### config.mk
export PLATFORM = sky130hd
export DESIGN_NAME = rom_sequencer
export DESIGN_NICKNAME = d
export VERILOG_FILES = /design/src/rtl/rom_sequencer.sv
export SDC_FILE = /design/constraint.sdc
export NUM_CORES = 1
export LEC_CHECK = 0
export ABC_AREA = 0
export CELL_PAD_IN_SITES_DETAIL_PLACEMENT = 0
export CELL_PAD_IN_SITES_GLOBAL_PLACEMENT = 1
export CORE_MARGIN = 2
export CORE_UTILIZATION = 41
export DETAILED_ROUTE_END_ITERATION = 10
export GPL_ROUTABILITY_DRIVEN = 0
export PLACE_DENSITY = 0.83
export RECOVER_POWER = 100
export SETUP_SLACK_MARGIN = 0.1
export SYNTH_ARGS = -nofsm -noshare
export SYNTH_HDL_FRONTEND = slang
export SYNTH_SLANG_ARGS = --single-unit
### constraint.sdc
create_clock -name clk -period 3 [get_ports clk]
set_input_delay 0.45 -clock clk [delete_from_list [all_inputs] [get_ports clk]]
set_output_delay 0.45 -clock clk [all_outputs]
set_load 0.005 [all_outputs]
### src/rtl/rom_sequencer.sv
// ROM playback engine: drives the address of an external synchronous ROM over a
// start/end window with rate divider, four playback modes, pause and single-step.
module rom_sequencer #(
  parameter int ADDR_W = 6,
  parameter int DATA_W = 8,
  parameter int DIV_W  = 24
) (
  input  logic              clk,
  input  logic              rst,
  input  logic              run,
  input  logic              step,
  input  logic              restart,
  input  logic [1:0]        mode,
  input  logic [DIV_W-1:0]  div,
  input  logic [ADDR_W-1:0] start_addr,
  input  logic [ADDR_W-1:0] end_addr,
  output logic [ADDR_W-1:0] rom_addr,
  input  logic [DATA_W-1:0] rom_q,
  output logic [DATA_W-1:0] dout,
  output logic              dout_valid,
  output logic              busy,
  output logic              done,
  output logic              cfg_err
);

  typedef enum logic [1:0] {S_IDLE, S_RUN, S_PAUSE, S_DONE} state_e;
  typedef enum logic [1:0] {M_LOOP, M_ONESHOT, M_PINGPONG, M_HOLD} mode_e;
  typedef enum logic {DIR_UP, DIR_DOWN} dir_e;

  localparam logic [ADDR_W-1:0] ADDR_ONE = ADDR_W'(1);
  localparam logic [DIV_W-1:0]  CNT_ONE  = DIV_W'(1);

  state_e              state_q, state_d;
  mode_e               mode_q;
  dir_e                dir_q, dir_d;
  logic [ADDR_W-1:0]   s_q, e_q;
  logic [ADDR_W-1:0]   addr_d;
  logic [DIV_W-1:0]    cnt_q, cnt_d;
  logic                done_d, cfg_err_d;
  logic                load, advance, take_step;
  logic [ADDR_W-1:0]   nxt_addr;
  dir_e                nxt_dir;
  logic                nxt_finish;
  logic                fetch_a, fetch_b;

  // Next address, direction and end-of-playback flag for one advance from rom_addr.
  always_comb begin
    // NOTE: every always_comb output gets a default first so no path infers a latch.
    nxt_addr   = rom_addr;
    nxt_dir    = dir_q;
    nxt_finish = 1'b0;
    case (mode_q)
      M_LOOP: nxt_addr = (rom_addr == e_q) ? s_q : rom_addr + ADDR_ONE;
      M_ONESHOT: begin
        nxt_addr   = (rom_addr == e_q) ? rom_addr : rom_addr + ADDR_ONE;
        nxt_finish = (nxt_addr == e_q);
      end
      M_PINGPONG: begin
        if (s_q == e_q) begin
          nxt_addr = rom_addr;
        end else if (dir_q == DIR_UP) begin
          if (rom_addr == e_q) begin
            nxt_addr = rom_addr - ADDR_ONE;
            nxt_dir  = DIR_DOWN;
          end else begin
            nxt_addr = rom_addr + ADDR_ONE;
          end
        end else begin
          if (rom_addr == s_q) begin
            nxt_addr = rom_addr + ADDR_ONE;
            nxt_dir  = DIR_UP;
          end else begin
            nxt_addr = rom_addr - ADDR_ONE;
          end
        end
      end
      default: nxt_addr = rom_addr;
    endcase
  end

  always_comb begin
    state_d   = state_q;
    addr_d    = rom_addr;
    dir_d     = dir_q;
    cnt_d     = cnt_q;
    done_d    = done;
    cfg_err_d = cfg_err;
    load      = 1'b0;
    advance   = 1'b0;
    take_step = 1'b0;

    if (restart) begin
      state_d = S_IDLE;
      done_d  = 1'b0;
    end else begin
      case (state_q)
        S_IDLE: begin
          if (run || step) begin
            if (start_addr > end_addr) begin
              cfg_err_d = 1'b1;
            end else begin
              cfg_err_d = 1'b0;
              load      = 1'b1;
              advance   = 1'b1;
              addr_d    = start_addr;
              dir_d     = DIR_UP;
              cnt_d     = '0;
              if (mode_e'(mode) == M_ONESHOT && start_addr == end_addr) begin
                state_d = S_DONE;
                done_d  = 1'b1;
              end else begin
                state_d = run ? S_RUN : S_PAUSE;
              end
            end
          end
        end
        S_RUN: begin
          if (!run) begin
            state_d = S_PAUSE;
          end else if (cnt_q >= div) begin
            // >= rather than == so a live reduction of div below the count still ticks.
            cnt_d     = '0;
            take_step = 1'b1;
          end else begin
            cnt_d = cnt_q + CNT_ONE;
          end
        end
        S_PAUSE: begin
          if (run) begin
            state_d = S_RUN;
          end else if (step) begin
            take_step = 1'b1;
          end
        end
        default: begin
          if (!run) begin
            state_d = S_IDLE;
            done_d  = 1'b0;
          end
        end
      endcase

      if (take_step) begin
        advance = 1'b1;
        addr_d  = nxt_addr;
        dir_d   = nxt_dir;
        if (nxt_finish) begin
          state_d = S_DONE;
          done_d  = 1'b1;
        end
      end
    end
  end

  always_ff @(posedge clk or negedge rst) begin
    if (!rst) begin
      state_q  <= S_IDLE;
      rom_addr <= '0;
      dir_q    <= DIR_UP;
      cnt_q    <= '0;
      done     <= 1'b0;
      cfg_err  <= 1'b0;
      s_q      <= '0;
      e_q      <= '0;
      mode_q   <= M_LOOP;
    end else begin
      // NOTE: sequential state uses non-blocking assignments so all registers update together.
      state_q  <= state_d;
      rom_addr <= addr_d;
      dir_q    <= dir_d;
      cnt_q    <= cnt_d;
      done     <= done_d;
      cfg_err  <= cfg_err_d;
      if (load) begin
        s_q    <= start_addr;
        e_q    <= end_addr;
        mode_q <= mode_e'(mode);
      end
    end
  end

  // Two-stage fetch tracker: address registered, ROM registers it, then dout captures.
  always_ff @(posedge clk or negedge rst) begin
    if (!rst) begin
      fetch_a    <= 1'b0;
      fetch_b    <= 1'b0;
      dout_valid <= 1'b0;
      dout       <= '0;
    end else begin
      fetch_a    <= advance;
      fetch_b    <= fetch_a;
      dout_valid <= fetch_b;
      if (fetch_b) dout <= rom_q;
    end
  end

  assign busy = (state_q == S_RUN) || (state_q == S_PAUSE);

endmodule

======== After elaboration in Yosys (flattened, before gate mapping) ========
Cells that the tools add are included.
word-level totals
  bits in registers ....................... 60
  word-level logic and storage cells ...... 108
cells by class
  add/subtract/negate cells ............... 3
  $lt $le $gt $ge ......................... 2
  equality and inequality tests ........... 18
  mux-type cells .......................... 58
  bitwise gates (word level) .............. 1
  reductions and logical operators ........ 13
operators by type and width
  kind                                                                count
  24-bit 2-to-1 mux                                                   4
  6-bit 2-to-1 mux                                                    10
  24-bit case mux with 2 select lines                                 1
  6-bit == test                                                       5
  1-bit 2-to-1 mux                                                    29
  24-bit by 1-bit adder with 24-bit output, second input constant     1
  24-bit >= comparator                                                1
  2-bit 2-to-1 mux                                                    10
  6-bit case mux with 3 select lines                                  1
  6-bit AND reduction                                                 2
  2-bit != test, second input constant                                4
  6-bit by 1-bit adder with 6-bit output, second input constant       1
  2-bit by 1-bit == test with 1-bit output, second input constant     3
  6-bit > comparator                                                  1
  2-bit case mux with 3 select lines                                  1
  2-bit nonzero test                                                  3
  6-bit by 1-bit subtractor with 6-bit output, second input constant  1
  5-bit AND reduction                                                 1
  2-bit == test, second input constant                                2
  2-bit zero test                                                     2
  2-bit by 1-bit != test with 1-bit output, second input constant     2
  4-bit by 1-bit != test with 1-bit output, second input constant     1
  1-bit case mux with 2 select lines                                  2
  3-bit != test, second input constant                                1
  5 further kinds                                                     6

======== Depth between registers and ports, before layout ========
  word-level depth ........................ 9
  mapped depth ............................ 11
  gate-level depth less buffers ........... 9

======== Worst setup path before layout ========
Ideal clock, no wire load.
  kind .................................... input to register
  start point ............................. input end_addr[3]
  end point ............................... register cnt_q[16]
  library setup time ...................... 0.103 ns
  data arrival time ....................... 2.774 ns
  setup slack ............................. 0.122 ns
  stages on the path ...................... 10
  path buffers ............................ 2
  cells stage by stage .................... inv_1 -> ha_1 -> a21o_1 -> a21o_1 -> a221o_1 -> a311o_1 -> or4_1 -> buf_2 -> buf_6 -> o41ai_2
between the ends
  cells in the longest elaborated chain, start to end .. 3
RTL lines
  element                               RTL line  RTL
  start, declared                       16        input logic [ADDR_W-1:0] end_addr,
  6-bit > comparator                    99        if (start_addr > end_addr) begin
  2-bit != test (no source line)        n/a
  5-bit AND reduction (no source line)  n/a
  end signal, assigned                  171       cnt_q <= cnt_d;
  end, declared                         38        logic [DIV_W-1:0] cnt_q, cnt_d;
No other way between the ends.
A chain may end at the register's enable or synchronous reset.

======== Worst setup path in the final report ========
  start point ............................. input div[19]
  end point ............................... register cnt_q[3]
between the ends
  cells in the longest elaborated chain, start to end .. 4
RTL lines
  element                              RTL line  RTL
  start, declared                      14        input logic [DIV_W-1:0] div,
  24-bit >= comparator                 120       end else if (cnt_q >= div) begin
  24-bit 2-to-1 mux                    120
  24-bit 2-to-1 mux                    118       if (!run) begin
  24-bit case mux with 2 select lines  96        case (state_q)
No other way between the ends. The select of a mux whose other input is x is not followed.

==> results by group <==
Run status
  – Outcome: finished with violations
  – Failing checks: max-capacitance violations, max-slew violations

Synth
  – Ys flop type: dfrtp_1
  – EDFF count, synth: 0
  – Syn_area_per_cell: 8.47 µm²
  – Sequential element share of the synthesized area: 32.8%
  – Post-Syn Instances: 541
  – Syn_nets: 632
  – Ys async rst share: 100%
  – Yosys cell types: 56
  – Synthesis-stage register bit count: 60
  – Yosys warnings: 0
  – Mapped Area: 0.00458 mm²

Timing
  – Period utilization: 95.5%
  – RSZ-0062 raised after global routing: true
  – Hold slack: 207 ps
  – Final critical-path required period: 2870 ps
  – Setup TNS Final: 0 ps
  – # setup viols final: 0
  – Final hold vios: 0
  – Fmax: 349 MHz
  – Worst-Margin Slew: 1530 ps
  – Worst setup margin: 134 ps
  – Slew Viols, Final: 28
  – Relative slew slack: -1.77%
  – Worst Skew: 15.2 ps

Global routing
  – First-pass GRT wire length: 21.7 mm
  – Vias in the first global route: 4,578
  – Overall Global Routing Usage: 23.1%
  – Largest net degree at the start of global routing: 28
  – Grt ovf: 0
  – Initial antenna violation count: 0

Route
  – Drt pass-1 iters: 5
  – Via count: 4,503
  – DR DRC count: 0
  – Routed Antenna Nets: 0
  – Routed length per instance: 16.5 µm
  – Vias per cell: 5.68
  – Initial drt markers: 223
  – Post-Route WL: 13.1 mm

Placement
  – DP HPWL: 9.84 mm
  – Placed cell area: 0.00569 mm²
  – Post-place setup slack: -509 ps
  – Buffers on Ports: 68
  – Placed instance count: 769

Pwr
  – Design Power: 4.07 mW
  – Static leakage: 2.67 nW
  – Power per Cell Area: 668 mW/mm²
  – Peak supply drop: 0.000343 V

Layout
  – Layout Area Growth over Synthesis: 33.0%
  – Share of layout cells above drive strength 1: 17.0%
  – Reg area: 0.00150 mm²
  – N_diodes: 0
  – Post-Layout Cell Count: 793
  – Fin area: 0.00610 mm²
  – FILL cells: 1,004
  – Final Util: 56.0%
  – Layout Nets: 739
  – Multi-input gate area: 0.00293 mm²

CTS
  – CTS Root Cell: clkbuf_8
  – # H-tree levels: 3
  – Worst skew pair latency: 350 ps
  – CTS tree: done
  – Clk sinks: 60
  – CTS max path bufs: 2
  – Post-CTS Hold Fix Bufs: 0
  – Num CTS Buffers: 9
  – Clk pin slew, worst setup/hold paths: 90 ps

Floorplan
  – Total die area: 0.0120 mm²
  – Starting density of the core: 42.1%
  – I/O pins: 69
  – Die height: 110 µm
  – Core area: 0.0109 mm²
  – # rows: 38
  – Die X: 110 µm

Setup path
  – CP endpoint kind: flop
  – Worst Path Max Fanout: 8
  – CP Data Required Time: 3270 ps
  – CP Class: input pin to flop
  – CP startpoint kind: input pin
  – Data arrival, critical path: 3140 ps

Job
  – Max-Cap Viols: 1

Worst hold path
  – Worst Hold Class: input pin to asynchronous set/reset pin
sequential cells by signal (all words and copies together) (netlist names):
register and flops:
rom_addr 6, mode_q 2, s_q 6, dout 8, dir_q 1, dout_valid 1
state_q 2, cnt_q 24, e_q 6, done 1, fetch_a 1, cfg_err 1
fetch_b 1
what timing repair did:
| item | 4_1_cts | 5_1_grt |
|---|---|---|
| setup endpoints to repair | 17 | 28 |
| pin swaps | 16 | 19 |
| endpoints found under the hold margin | 0 | 0 |
| gates resized for setup | 27 | 27 |
| cloned | 1 | 0 |
| buffers inserted | 6 | 1 |
cell usage after synthesis (10+ instances only):
library cell  count  area share, %
dfrtp_1          60             33
nor4_1           15            2.0
nand2_1          41            3.4
or3_1            10            1.4
a21oi_1          26            2.8
nor2_1           26            2.1
clkbuf_1         20            1.6
ha_1             40             11
nor3_1           15            1.6
xnor2_1          18            3.4
mux2_2           16            3.9
nand4_1          11            1.5
nand3_1          21            2.3
o21ai_0          39            4.3
xor2_1           15            2.9
inv_1            58            4.8
cell families after synthesis:
family	count (synthesis)	share of synthesized area, %
and+or+nand+nor	177	20.0
AOI/OAI and AO/OA	132	18.9
buffers and inverters	82	6.96
DFF	60	32.8
adders and majority gates	40	10.9
xor gates and xnor gates	33	6.31
muxes	17	4.15
report_power, final:
group          internal (mW)  total, mW  switching (mW)
Sequential              1.00       1.30           0.299
Clock                  0.557      0.926           0.369
Combinational          0.896       1.84           0.949
final timing paths:
check                                       from               endpoint  slack [ps]  cells after the start
setup / recovery                         div[19]   cnt_q[3]$_DFFE_PN0P_         130                     12
hold / removal                               rst    dout[6]$_DFFE_PN0P_         210                      1
setup reg to reg           cnt_q[19]$_DFFE_PN0P_   cnt_q[3]$_DFFE_PN0P_         260                     10
hold reg to reg                fetch_a$_DFF_PN0_      fetch_b$_DFF_PN0_         370                      0
max in group asynchronous                    rst  cnt_q[22]$_DFFE_PN0P_         870                      2
min in group clk               fetch_a$_DFF_PN0_      fetch_b$_DFF_PN0_         370                      0
layer usage:
layer,global-route usage (%),wire (µm),up-vias
met5,0,0,-
met4,8.23,252,0
met3,4.33,789,27
met2,41.0,6650,168
met1,27.8,5430,2130
li1,-,-,2178
cells in the final DEF, fill, tap and decap left out, drive strengths merged, types with 26 or more instances in the layout:
| master | n |
|---|---|
| clkdlybuf4s50 | 37 |
| dfrtp | 60 |
| nand2 | 41 |
| buf | 38 |
| clkbuf | 26 |
| o21ai | 48 |
| inv | 58 |
| a21oi | 26 |
| nor2 | 26 |
| ha | 40 |
cell type report:
cell class	instances	area share, %
clock buffers	9	2.03
inverters	58	3.57
clock inverters	7	2.05
well taps	140	2.87
flip-flops and latches	60	24.6
repair buffers	120	16.9
multi-input cells	399	48.0
critical path: stages:
cell and delay [ps]:
clkdlybuf4s50_1 450, inv_1 60, ha_4 210, buf_4 130
a21oi_1 130, o21a_1 180, a2bb2oi_2 210, nand2_1 100
or4_4 530, clkbuf_2 210, or3_1 390, o21ai_0 70
Power figures use the tool's default switching activity.
